--- src/rtl/pc_sequencer.sv ---
// Program-counter unit: owns the PC, selects increment / PC-relative / register-indirect next PC,
// holds on stall, parks in HALT on request and counts taken branches with saturation.
module pc_sequencer #(
  parameter int              PC_W     = 16,
  parameter int              IMM_W    = 9,
  parameter logic [PC_W-1:0] RESET_PC = '0,
  parameter int              CNT_W    = 8
) (
  input  logic                    clk,
  input  logic                    rst,
  input  logic                    stall,
  input  logic                    br_valid,
  input  logic                    br_reg,
  input  logic [2:0]              ccc,
  input  logic signed [IMM_W-1:0] imm,
  input  logic [PC_W-1:0]         rs_val,
  input  logic [2:0]              flags,
  input  logic                    halt_req,
  output logic [PC_W-1:0]         pc_out,
  output logic [PC_W-1:0]         pc_plus,
  output logic                    taken,
  output logic                    halted,
  output logic [CNT_W-1:0]        taken_cnt
);

  typedef enum logic {RUN, HALT} state_t;

  state_t                 state;
  logic                   cond_ok;
  logic signed [PC_W-1:0] imm_ext;
  logic [PC_W-1:0]        b_target;
  logic [PC_W-1:0]        br_target;
  logic [PC_W-1:0]        target;

  // flags are packed {Z,V,N}
  function automatic logic cond_eval(input logic [2:0] c, input logic [2:0] f);
    logic z, v, n;
    z = f[2];
    v = f[1];
    n = f[0];
    case (c)
      3'b000:  return !z;
      3'b001:  return z;
      3'b010:  return !z && !n;
      3'b011:  return n;
      3'b100:  return z || !n;
      3'b101:  return z || n;
      3'b110:  return v;
      default: return 1'b1;
    endcase
  endfunction

  function automatic logic [CNT_W-1:0] sat_inc(input logic [CNT_W-1:0] x);
    return (&x) ? x : x + CNT_W'(1);
  endfunction

  assign cond_ok   = cond_eval(ccc, flags);
  assign pc_plus   = pc_out + PC_W'(2);
  assign imm_ext   = PC_W'(imm);
  // offset is in instruction words, so scale by two bytes before adding
  assign b_target  = pc_plus + {imm_ext[PC_W-2:0], 1'b0};
  assign br_target = {rs_val[PC_W-1:1], 1'b0};
  assign target    = br_reg ? br_target : b_target;
  assign taken     = br_valid && cond_ok && !stall && !halt_req && (state == RUN);

  always_ff @(posedge clk) begin
    if (rst) begin
      state     <= RUN;
      pc_out    <= RESET_PC;
      halted    <= 1'b0;
      taken_cnt <= '0;
    end else if (state == HALT) begin
      state  <= HALT;
      halted <= 1'b1;
    end else if (stall) begin
      state <= RUN;
    end else if (halt_req) begin
      // PC stays parked on the HLT instruction
      state  <= HALT;
      halted <= 1'b1;
    end else if (taken) begin
      pc_out    <= target;
      taken_cnt <= sat_inc(taken_cnt);
    end else begin
      pc_out <= pc_plus;
    end
  end

endmodule
--- config.mk ---
export PLATFORM = sky130hd
export DESIGN_NAME = pc_sequencer
export DESIGN_NICKNAME = d
export VERILOG_FILES = /design/src/rtl/pc_sequencer.sv
export SDC_FILE = /design/constraint.sdc
export NUM_CORES = 1
export LEC_CHECK = 0
export CAP_MARGIN = 0
export CORE_UTILIZATION = 47
export CTS_CLUSTER_SIZE = 24
export DETAILED_ROUTE_END_ITERATION = 12
export PLACE_DENSITY_LB_ADDON = 0.1
export REMOVE_ABC_BUFFERS = 1
export SLEW_MARGIN = 20
export SYNTH_ARGS = -nofsm -noshare
export SYNTH_HDL_FRONTEND = slang
export SYNTH_SLANG_ARGS = --single-unit
--- constraint.sdc ---
create_clock -name clk -period 3.2 [get_ports clk]
set_input_delay 0.48 -clock clk [delete_from_list [all_inputs] [get_ports clk]]
set_output_delay 0.48 -clock clk [all_outputs]
set_load 0.01 [all_outputs]
==> Word-level counts from Yosys, hierarchy flattened <==
Cells that the tools add are included.
{ "totals": {"register_bits": 26, "inputBits": 37, "out_inout_bits": 42, "elab_cells": 44} }
{ "classes": {"addsub": 3, "eq_ne": 7, "muxes": 9, "bitwise": 4, "n_reduce_logical": 17} }
{ "ops": {"columns": ["cell", "n"], "rows": [
  ["2-to-1 mux 16 bit", 2],
  ["adder 16 bit", 1],
  ["adder 16 x 2 -> 16 bit, second input constant", 1],
  ["== test 3 bit, second input constant", 3],
  ["adder 8 x 1 -> 8 bit, second input constant", 1],
  ["AND reduction 8 bit", 1],
  ["case mux 1 bit (7 select lines)", 1],
  ["== test 3 x 2 -> 1 bit, second input constant", 2],
  ["2-to-1 mux 1 bit", 6],
  ["logical AND 1 bit", 5],
  ["AND reduction 5 bit", 1],
  ["logical NOT 1 bit", 4],
  ["NOT 1 bit", 4],
  ["== test 3 x 1 -> 1 bit, second input constant", 1],
  ["logical NOT 3 bit", 1],
  ["AND reduction 3 bit", 1],
  ["logical OR 1 bit", 2],
  ["!= test 2 x 1 -> 1 bit, second input constant", 1],
  ["AND reduction 2 bit", 1],
  ["nonzero test 2 bit", 1]
]} }

==> Depth between registers and ports, before layout <==
Gate-level depths: netlist of run 1.
{ "depth": {"word_depth": 8, "depth_mapped": 11, "ltp_nobuf": 11} }

==> Least setup slack after synthesis of run 1 <==
No wires, ideal clock.
{ "synth_timing": {"kind": "reg-to-reg", "start": "register pc_out[1]", "end": "register pc_out[12]", "setup_time_ns": 0.129, "arrival_time_ns": 2.844, "t_required_ns": 3.071, "setup_slack_ns": 0.227, "stages_incl_launch_ff": 12, "path_buffers": 0, "synth_period_minus_slack_ns": 2.973, "path_cell_list": "dfxtp_1 ha_1 and3_1 nand3_1 xnor2_1 ha_1 a2111oi_0 o21ai_0 and2_1 a311oi_1 xor2_1 o22ai_1"} }
{ "synth_via": {"elab_chain_len": 4} }
{ "synth_lines": {"columns": ["item", "line", "source"], "rows": [
  ["from (decl)", "19", "output logic [PC_W-1:0] pc_out,"],
  ["from (signal assigned)", "82", "pc_out <= target;"],
  ["from (signal assigned)", "85", "pc_out <= pc_plus;"],
  ["adder 16 x 2 -> 16 bit", "58", "assign pc_plus = pc_out + PC_W'(2);"],
  ["net pc_plus[7]", "20", "output logic [PC_W-1:0] pc_plus,"],
  ["adder 16 bit", "61", "assign b_target = pc_plus + {imm_ext[PC_W-2:0], 1'b0};"],
  ["2-to-1 mux 16 bit", "63", "assign target = br_reg ? br_target : b_target;"],
  ["2-to-1 mux 16 bit", "81", "end else if (taken) begin"]
]} }
The timed path passes the listed nets, and every way through them passes these cells.
A chain may end at the register's enable or synchronous reset.

==> Final worst setup path of run 1 <==
{ "layout_timing": {"start": "register pc_out[1]", "end": "register pc_out[12]"} }
{ "layout_via": {"elab_chain_len": 4} }
{ "layout_lines": {"columns": ["item", "line"], "rows": [
  ["adder 16 x 2 -> 16 bit (*)", "58"],
  ["adder 16 bit", "61"],
  ["2-to-1 mux 16 bit", "63"],
  ["2-to-1 mux 16 bit (*)", "81"]
]} }
Every way passes the cells marked *; elsewhere a longest branch is shown, timed or not.

==> results.cfg, run 1 <==
[timing]
finalWorstSetupSlack_ns = 0.0963
finalCritPeriodShare = 0.970
hold_ws_ns = 0.450
layout_min_cycle_time_ns = 3.10
endpoints_failing_setup = 0
fin_tns_setup_ns = 0
timing_hold_violations_final = 0
max_slew_margin = 0.504
drv_slew = 0
timing_worst_slew_pin_value_ns = 0.742
max_freq_ghz = 0.322
rsz0062_at_grt = true
skew_ns = 0.00667

[power]
switching_share = 0.315
pwr-share-clk = 0.235
p_seq_frac = 0.407
pwr_density_cell_nw_per_um2 = 244
vdd_drop_max_mv = 0.180
power.static_leakage_nw = 1.30
combinationalPowerShare = 0.358
cell_internal_pwr_mw = 0.557
power_switching_mw = 0.256

[logic_synthesis]
yosys_warnings = 0
syn-cell-area_um2 = 2380
synth-edff-count = 0
synth.ff_latch_count = 25
synth_seq_area_share = 0.210
postSynthAreaPerCell_um2 = 7.72
post_synth_num_cell_types = 56
postSynth.topFlopCell = sky130_fd_sc_hd__dfxtp_1
post_synth_inst_count = 308
ys_async_sr_fraction = 0

[clock_network]
worst_setup_hold_path_clk_slew_ns = 0.09
root_buffer_selected_by_cts = sky130_fd_sc_hd__clkbuf_8
worstSkewPairLatency_ns = 0.27
tritoncts = built
cts-hold-fix-buffers = 0
max_clock_buf_depth = 2
clock_tree.htree_level_count = 1
clock-sinks = 25
total_cts_buffers = 3

[worst_setup_path]
r2r_cells = 11
worst_ep_required_time_ns = 3.34
crit_chain = ha_2, and3_1, nand3_1, xnor2_2, ha_1, a2111oi_1, o21ai_0, and2_1, a311oi_1, xor2_1, o22ai_1
worst_r2r_start = pc_out[1]
critical_path.endpoint_type = flop
critical-path-max-stage-delay_ns = 0.40
crit_path_start_kind = flop
worstReg2RegEnd = pc_out[12]
cp_num_buf_inv = 0
setup.reg_to_reg.worst_slack_ns = 0.1
worstSetupPathType = reg2reg
crit_path_max_fanout = 5
cpMaxStageDelayCell = sky130_fd_sc_hd__a2111oi_1
worst_ep_arrival_time_ns = 3.24
path_delay_family = compound AO/OA/AOI/OAI gates

[min_path]
timing.hold.worst.start = halted
worstHoldPathCells = 2
hold_class = reg2reg
holdPathEnd = halted

[floorplanning]
fp.coreArea_um2 = 4790
num_rows = 25
top_level_ports = 79
initial_core_util = 0.497
fp.dieArea_um2 = 5350
fp.dieH_um = 73.1
chipWidth_um = 73.1

[final_layout]
final-seq-area_um2 = 500
areaGrowthSynthToFinish_pct = 40.3
finish.net_count = 445
area_of_all_placed_cells_without_fillers_um2 = 3340
insertedDiodeCount = 0
fill_cells = 429
layout-drive-gt1-share = 0.0821
multi_input_comb_area_um2 = 1780
final_core_util = 0.697

[grt]
grt_overflow_total = 0
grt_first_pass_wirelength_mm = 10.9
grt_pass1_vias = 2346
grt_util_overall = 0.261
antenna_found_initial = 0
largest_net_degree_at_the_start_of_global_routing = 20

[placed_design]
placement.cell_area_um2 = 3270
gp_congestion = 0.884
preCtsSetupSlack_ns = 0.145
hpwl_mm = 5.35
io_buffer_count = 75

[routing]
drtIter0Drc = 151
tritonroute_pass_1_iters = 4
viasPerCell = 5.76
routedWlPerCell_um = 15.0
antenna_violating_nets_post_route = 0
via_count = 2633
routed_wl_mm = 6.83
detail_route.drc_violations = 0

[run_status]
outcome = finished clean

[job]
cap_viol_max_count = 0
metal layers:
metal	track usage	part of all wire
met1	0.347	0.45
met3	0.0345	0.059
met4	0.0501	0.020
met2	0.453	0.47
met5	0	0
layout by cell type (no fill, tap or decap), drive strengths merged, types with 2 or more instances in the layout:
cell and n:
a221oi 3, a311oi 2, nand3b 3, nor4b 3, and3 9, o21ai 20
ha 16, nand2b 5, mux2i 4, a22oi 2, and4 2, buf 18
nor2b 2, and2 5, clkdlybuf4s50 75, a311o 2, xnor2 19, xor2 11
a21oi 28, dfxtp 25, nor4 6, nand2 24, nor3 8, a21o 3
a2111oi 2, o211ai 5, or3 3, nor3b 2, nand3 12, a211oi 6
nand4 6, nor2 21, o21bai 4, a31oi 5, conb 2, clkbuf 3
inv 12
through the flow:
step,power [mW],std cells
finish,0.813,457
global route,0.853,457
detailed placement,0.624,453
floorplan,0.483,293
CTS,0.812,457
global placement,0.620,453
Yosys cell counts, types with 2 or more instances:
library cell | number | area [um2]
sky130_fd_sc_hd__nand4_1 | 5 | 31.3
sky130_fd_sc_hd__nor2_1 | 21 | 78.8
sky130_fd_sc_hd__o21ai_0 | 19 | 95.1
sky130_fd_sc_hd__nand2_1 | 24 | 90.1
sky130_fd_sc_hd__dfxtp_1 | 25 | 500
sky130_fd_sc_hd__o211ai_1 | 5 | 37.5
sky130_fd_sc_hd__ha_1 | 16 | 200
sky130_fd_sc_hd__nor2b_1 | 2 | 12.5
sky130_fd_sc_hd__clkbuf_1 | 10 | 37.5
sky130_fd_sc_hd__a21oi_1 | 28 | 140
sky130_fd_sc_hd__a211oi_1 | 5 | 37.5
sky130_fd_sc_hd__xnor2_1 | 19 | 166
sky130_fd_sc_hd__a31oi_1 | 5 | 31.3
sky130_fd_sc_hd__nand3b_1 | 3 | 22.5
sky130_fd_sc_hd__nor3_1 | 8 | 40.0
sky130_fd_sc_hd__a22oi_1 | 2 | 15.0
sky130_fd_sc_hd__nor3b_1 | 2 | 15.0
sky130_fd_sc_hd__a221oi_1 | 3 | 26.3
sky130_fd_sc_hd__or3_1 | 3 | 18.8
sky130_fd_sc_hd__mux2i_1 | 4 | 40.0
sky130_fd_sc_hd__and3_1 | 9 | 56.3
sky130_fd_sc_hd__nand3_2 | 2 | 20.0
sky130_fd_sc_hd__o21bai_1 | 4 | 30.0
sky130_fd_sc_hd__a2111oi_0 | 2 | 17.5
sky130_fd_sc_hd__a21o_1 | 3 | 22.5
sky130_fd_sc_hd__and2_1 | 4 | 25.0
sky130_fd_sc_hd__inv_1 | 11 | 41.3
sky130_fd_sc_hd__nand2b_1 | 5 | 31.3
sky130_fd_sc_hd__a311oi_1 | 2 | 17.5
sky130_fd_sc_hd__xor2_1 | 11 | 96.3
sky130_fd_sc_hd__a311o_1 | 2 | 20.0
sky130_fd_sc_hd__nor4b_1 | 3 | 26.3
sky130_fd_sc_hd__and4_1 | 2 | 17.5
sky130_fd_sc_hd__nand3_1 | 10 | 50.1
sky130_fd_sc_hd__buf_4 | 2 | 15.0
sky130_fd_sc_hd__buf_2 | 3 | 15.0
sky130_fd_sc_hd__nor4_1 | 5 | 31.3
power by group through the flow:
stage	clock network [mW]	registers, mW	logic (mW)
after floorplan	0	0.344	0.138
after global placement	0	0.338	0.282
after detailed placement	0	0.338	0.286
after CTS	0.193	0.331	0.288
after global routing	0.202	0.333	0.318
final	0.191	0.331	0.291
cells by family after synthesis:
kind of cell               after synthesis  synth area share
and+or+nand+nor                        113             0.268
AOI/OAI and AO/OA                       89             0.239
xor gates and xnor gates                31             0.120
buffers and inverters                   28            0.0521
DFF                                     25             0.210
adders and majority gates               17            0.0926
muxes                                    4            0.0168
other                                    1           0.00158
worst register-to-register path, cell delays in order, from the launching register on:
cell	delay (ns)
sky130_fd_sc_hd__dfxtp_1	0.38
sky130_fd_sc_hd__ha_2	0.25
sky130_fd_sc_hd__and3_1	0.19
sky130_fd_sc_hd__nand3_1	0.12
sky130_fd_sc_hd__xnor2_2	0.16
sky130_fd_sc_hd__ha_1	0.35
sky130_fd_sc_hd__a2111oi_1	0.40
sky130_fd_sc_hd__o21ai_0	0.17
sky130_fd_sc_hd__and2_1	0.22
sky130_fd_sc_hd__a311oi_1	0.34
sky130_fd_sc_hd__xor2_1	0.28
sky130_fd_sc_hd__o22ai_1	0.12
flip-flops by register name, summed over array words and instances (netlist names):
name and cells:
pc_out 15, taken_cnt 8, halted 1, state 1
worst max-delay path by stage:
stage | to | startpoint | cells past startpoint | slack [ns]
floorplan | pc_out[12] | pc_out[1] | 11 | 0.23
global placement | pc_out[12] | pc_out[1] | 11 | 0.23
detailed placement | pc_out[12] | pc_out[1] | 11 | 0.15
CTS | pc_out[12] | pc_out[1] | 11 | 0.14
global route | pc_out[12] | pc_out[1] | 11 | -0.09
finish | pc_out[12] | pc_out[1] | 11 | 0.1
area by class of cell:
class | count | area share
Inverter | 12 | 0.0135
Tap cell | 67 | 0.0251
Clock inverter | 1 | 0.00150
Sequential cell | 25 | 0.150
Multi-Input combinational cell | 256 | 0.532
Timing Repair Buffer | 93 | 0.265
Clock buffer | 3 | 0.0124
timing repair:
action	in CTS	in global routing
gates resized for setup	0	6
buffers inserted	0	0
endpoints found under the setup margin	0	4
Note: power is estimated with default switching activity, not from simulation.
==> run 2, diff against run 1 <==
- HOLD_SLACK_MARGIN: not set -> 0.02
- RECOVER_POWER: not set -> 25
==> results.cfg, run 2 (synthesis results as in run 1) <==
[run_status]
outcome = finished clean

[worst_setup_path]
path_delay_family = compound AO/OA/AOI/OAI gates
worst_ep_arrival_time_ns = 3.24
cp_num_buf_inv = 0
worst_ep_required_time_ns = 3.34
cpMaxStageDelayCell = sky130_fd_sc_hd__a2111oi_1
crit_chain = ha_2, and3_1, nand3_1, xnor2_2, ha_1, a2111oi_1, o21ai_0, and2_1, a311oi_1, xor2_1, o22ai_1
crit_path_max_fanout = 5
worstSetupPathType = reg2reg
critical-path-max-stage-delay_ns = 0.40
critical_path.endpoint_type = flop
crit_path_start_kind = flop

[final_layout]
final_core_util = 0.697
fill_cells = 429
layout_top_registers = pc_out (15), taken_cnt (8)
mostFrequentLayoutCells = 61 x sky130_fd_sc_hd__clkdlybuf4s50_1, 28 x sky130_fd_sc_hd__a21oi_1, 25 x sky130_fd_sc_hd__dfxtp_1
insertedDiodeCount = 0
finish.net_count = 445
layout-drive-gt1-share = 0.0821
layout.cells.most_common = sky130_fd_sc_hd__clkdlybuf4s50_1
final-seq-area_um2 = 500
areaGrowthSynthToFinish_pct = 40.3
multi_input_comb_area_um2 = 1780
largest-register = pc_out
largest_register_ffs = 15

[routing]
antenna_violating_nets_post_route = 0
routed_wl_mm = 6.79
detail_route.drc_violations = 0
routedWlPerCell_um = 14.9
viasPerCell = 5.77
via_count = 2638
tritonroute_pass_1_iters = 5
drtIter0Drc = 149

[grt]
grt_pass1_vias = 2346
antenna_found_initial = 0
largest_net_degree_at_the_start_of_global_routing = 20
grt_util_overall = 0.261
grt_first_pass_wirelength_mm = 10.9
grt_overflow_total = 0

[floorplanning]
top_level_ports = 79
initial_core_util = 0.497
num_rows = 25
fp.coreArea_um2 = 4790
fp.dieArea_um2 = 5350
fp.dieH_um = 73.1
chipWidth_um = 73.1

[clock_network]
worstSkewPairLatency_ns = 0.27
cts-hold-fix-buffers = 0
max_clock_buf_depth = 2
total_cts_buffers = 3
clock-sinks = 25
root_buffer_selected_by_cts = sky130_fd_sc_hd__clkbuf_8
worst_setup_hold_path_clk_slew_ns = 0.09
tritoncts = built
clock_tree.htree_level_count = 1

[power]
cell_internal_pwr_mw = 0.556
power_mw = 0.811
power.static_leakage_nw = 1.34
p_seq_frac = 0.408
switching_share = 0.315
pwr_density_cell_nw_per_um2 = 243
pwr-share-clk = 0.236
power_switching_mw = 0.255
combinationalPowerShare = 0.356
vdd_drop_max_mv = 0.179

[timing]
layout_min_cycle_time_ns = 3.10
finalWorstSetupSlack_ns = 0.0997
max_slew_margin = 0.510
hold_ws_ns = 0.447
finalCritPeriodShare = 0.969
skew_ns = 0.00717
timing_worst_slew_pin_value_ns = 0.733
timing_hold_violations_final = 0
fin_tns_setup_ns = 0
rsz0062_at_grt = true
drv_slew = 0
endpoints_failing_setup = 0
max_freq_ghz = 0.323

[placed_design]
gp_congestion = 0.884
io_buffer_count = 75
preCtsSetupSlack_ns = 0.145
hpwl_mm = 5.35

[job]
cap_viol_max_count = 0

[min_path]
hold_class = reg2reg
==> run 2: changes by cell type in the layout (fill, tap and decap cells not counted) <==
cell / previous run / this run
sky130_fd_sc_hd__dlygate4sd3_1: 0 / 14
sky130_fd_sc_hd__clkdlybuf4s50_1: 75 / 61
==> run 2: tightest hold or removal path, cell delays in order (launching register included) <==
cell                      delay [ns]
sky130_fd_sc_hd__dfxtp_1        0.32
sky130_fd_sc_hd__inv_1          0.05
sky130_fd_sc_hd__a21oi_1        0.05
==> run 2: path summary, 6_finish.rpt <==
check | startpoint | end | slack [ns] | cells after the start
setup reg to reg | pc_out[1] | pc_out[12] | 0.1 | 11
hold reg to reg | halted | halted | 0.45 | 2
setup / recovery | pc_out[1] | pc_out[12] | 0.1 | 11
hold / removal | halted | halted | 0.45 | 2
==> run 2: per-stage QoR <==
stage	instance area, um2	instances
6_report	3340	457
5_1_grt	3340	457
4_1_cts	3320	457
3_5_place_dp	3270	453
3_3_place_gp	3270	453
2_1_floorplan	2300	293
==> run 2: power by group through the flow <==
stage                     clock network [mW]  logic (mW)  registers, mW
after floorplan                            0       0.138          0.344
after global placement                     0       0.282          0.338
after detailed placement                   0       0.286          0.338
after CTS                              0.193       0.288          0.331
after global routing                   0.202       0.317          0.333
final                                  0.191       0.289          0.331
==> run 2: what timing repair did <==
action	CTS	global route
setup buffers	0	0
setup endpoints to repair	0	4
gates resized for setup	0	6
==> run 2: layout make-up <==
class / instances / share of cell area
clock buffer: 3 / 0.0124
clock inverter: 1 / 0.00150
inverter: 12 / 0.0135
multi-input combinational: 256 / 0.532
sequential: 25 / 0.150
tap: 67 / 0.0251
timing repair buffer: 93 / 0.265
==> run 2: routing by layer <==
metal / track usage / share of wire / vias up
met1: 0.347 / 0.44 / 1207
met5: 0 / 0 / -
met2: 0.453 / 0.47 / 108
met4: 0.0501 / 0.021 / 0
met3: 0.0345 / 0.063 / 12
li1: - / - / 1311
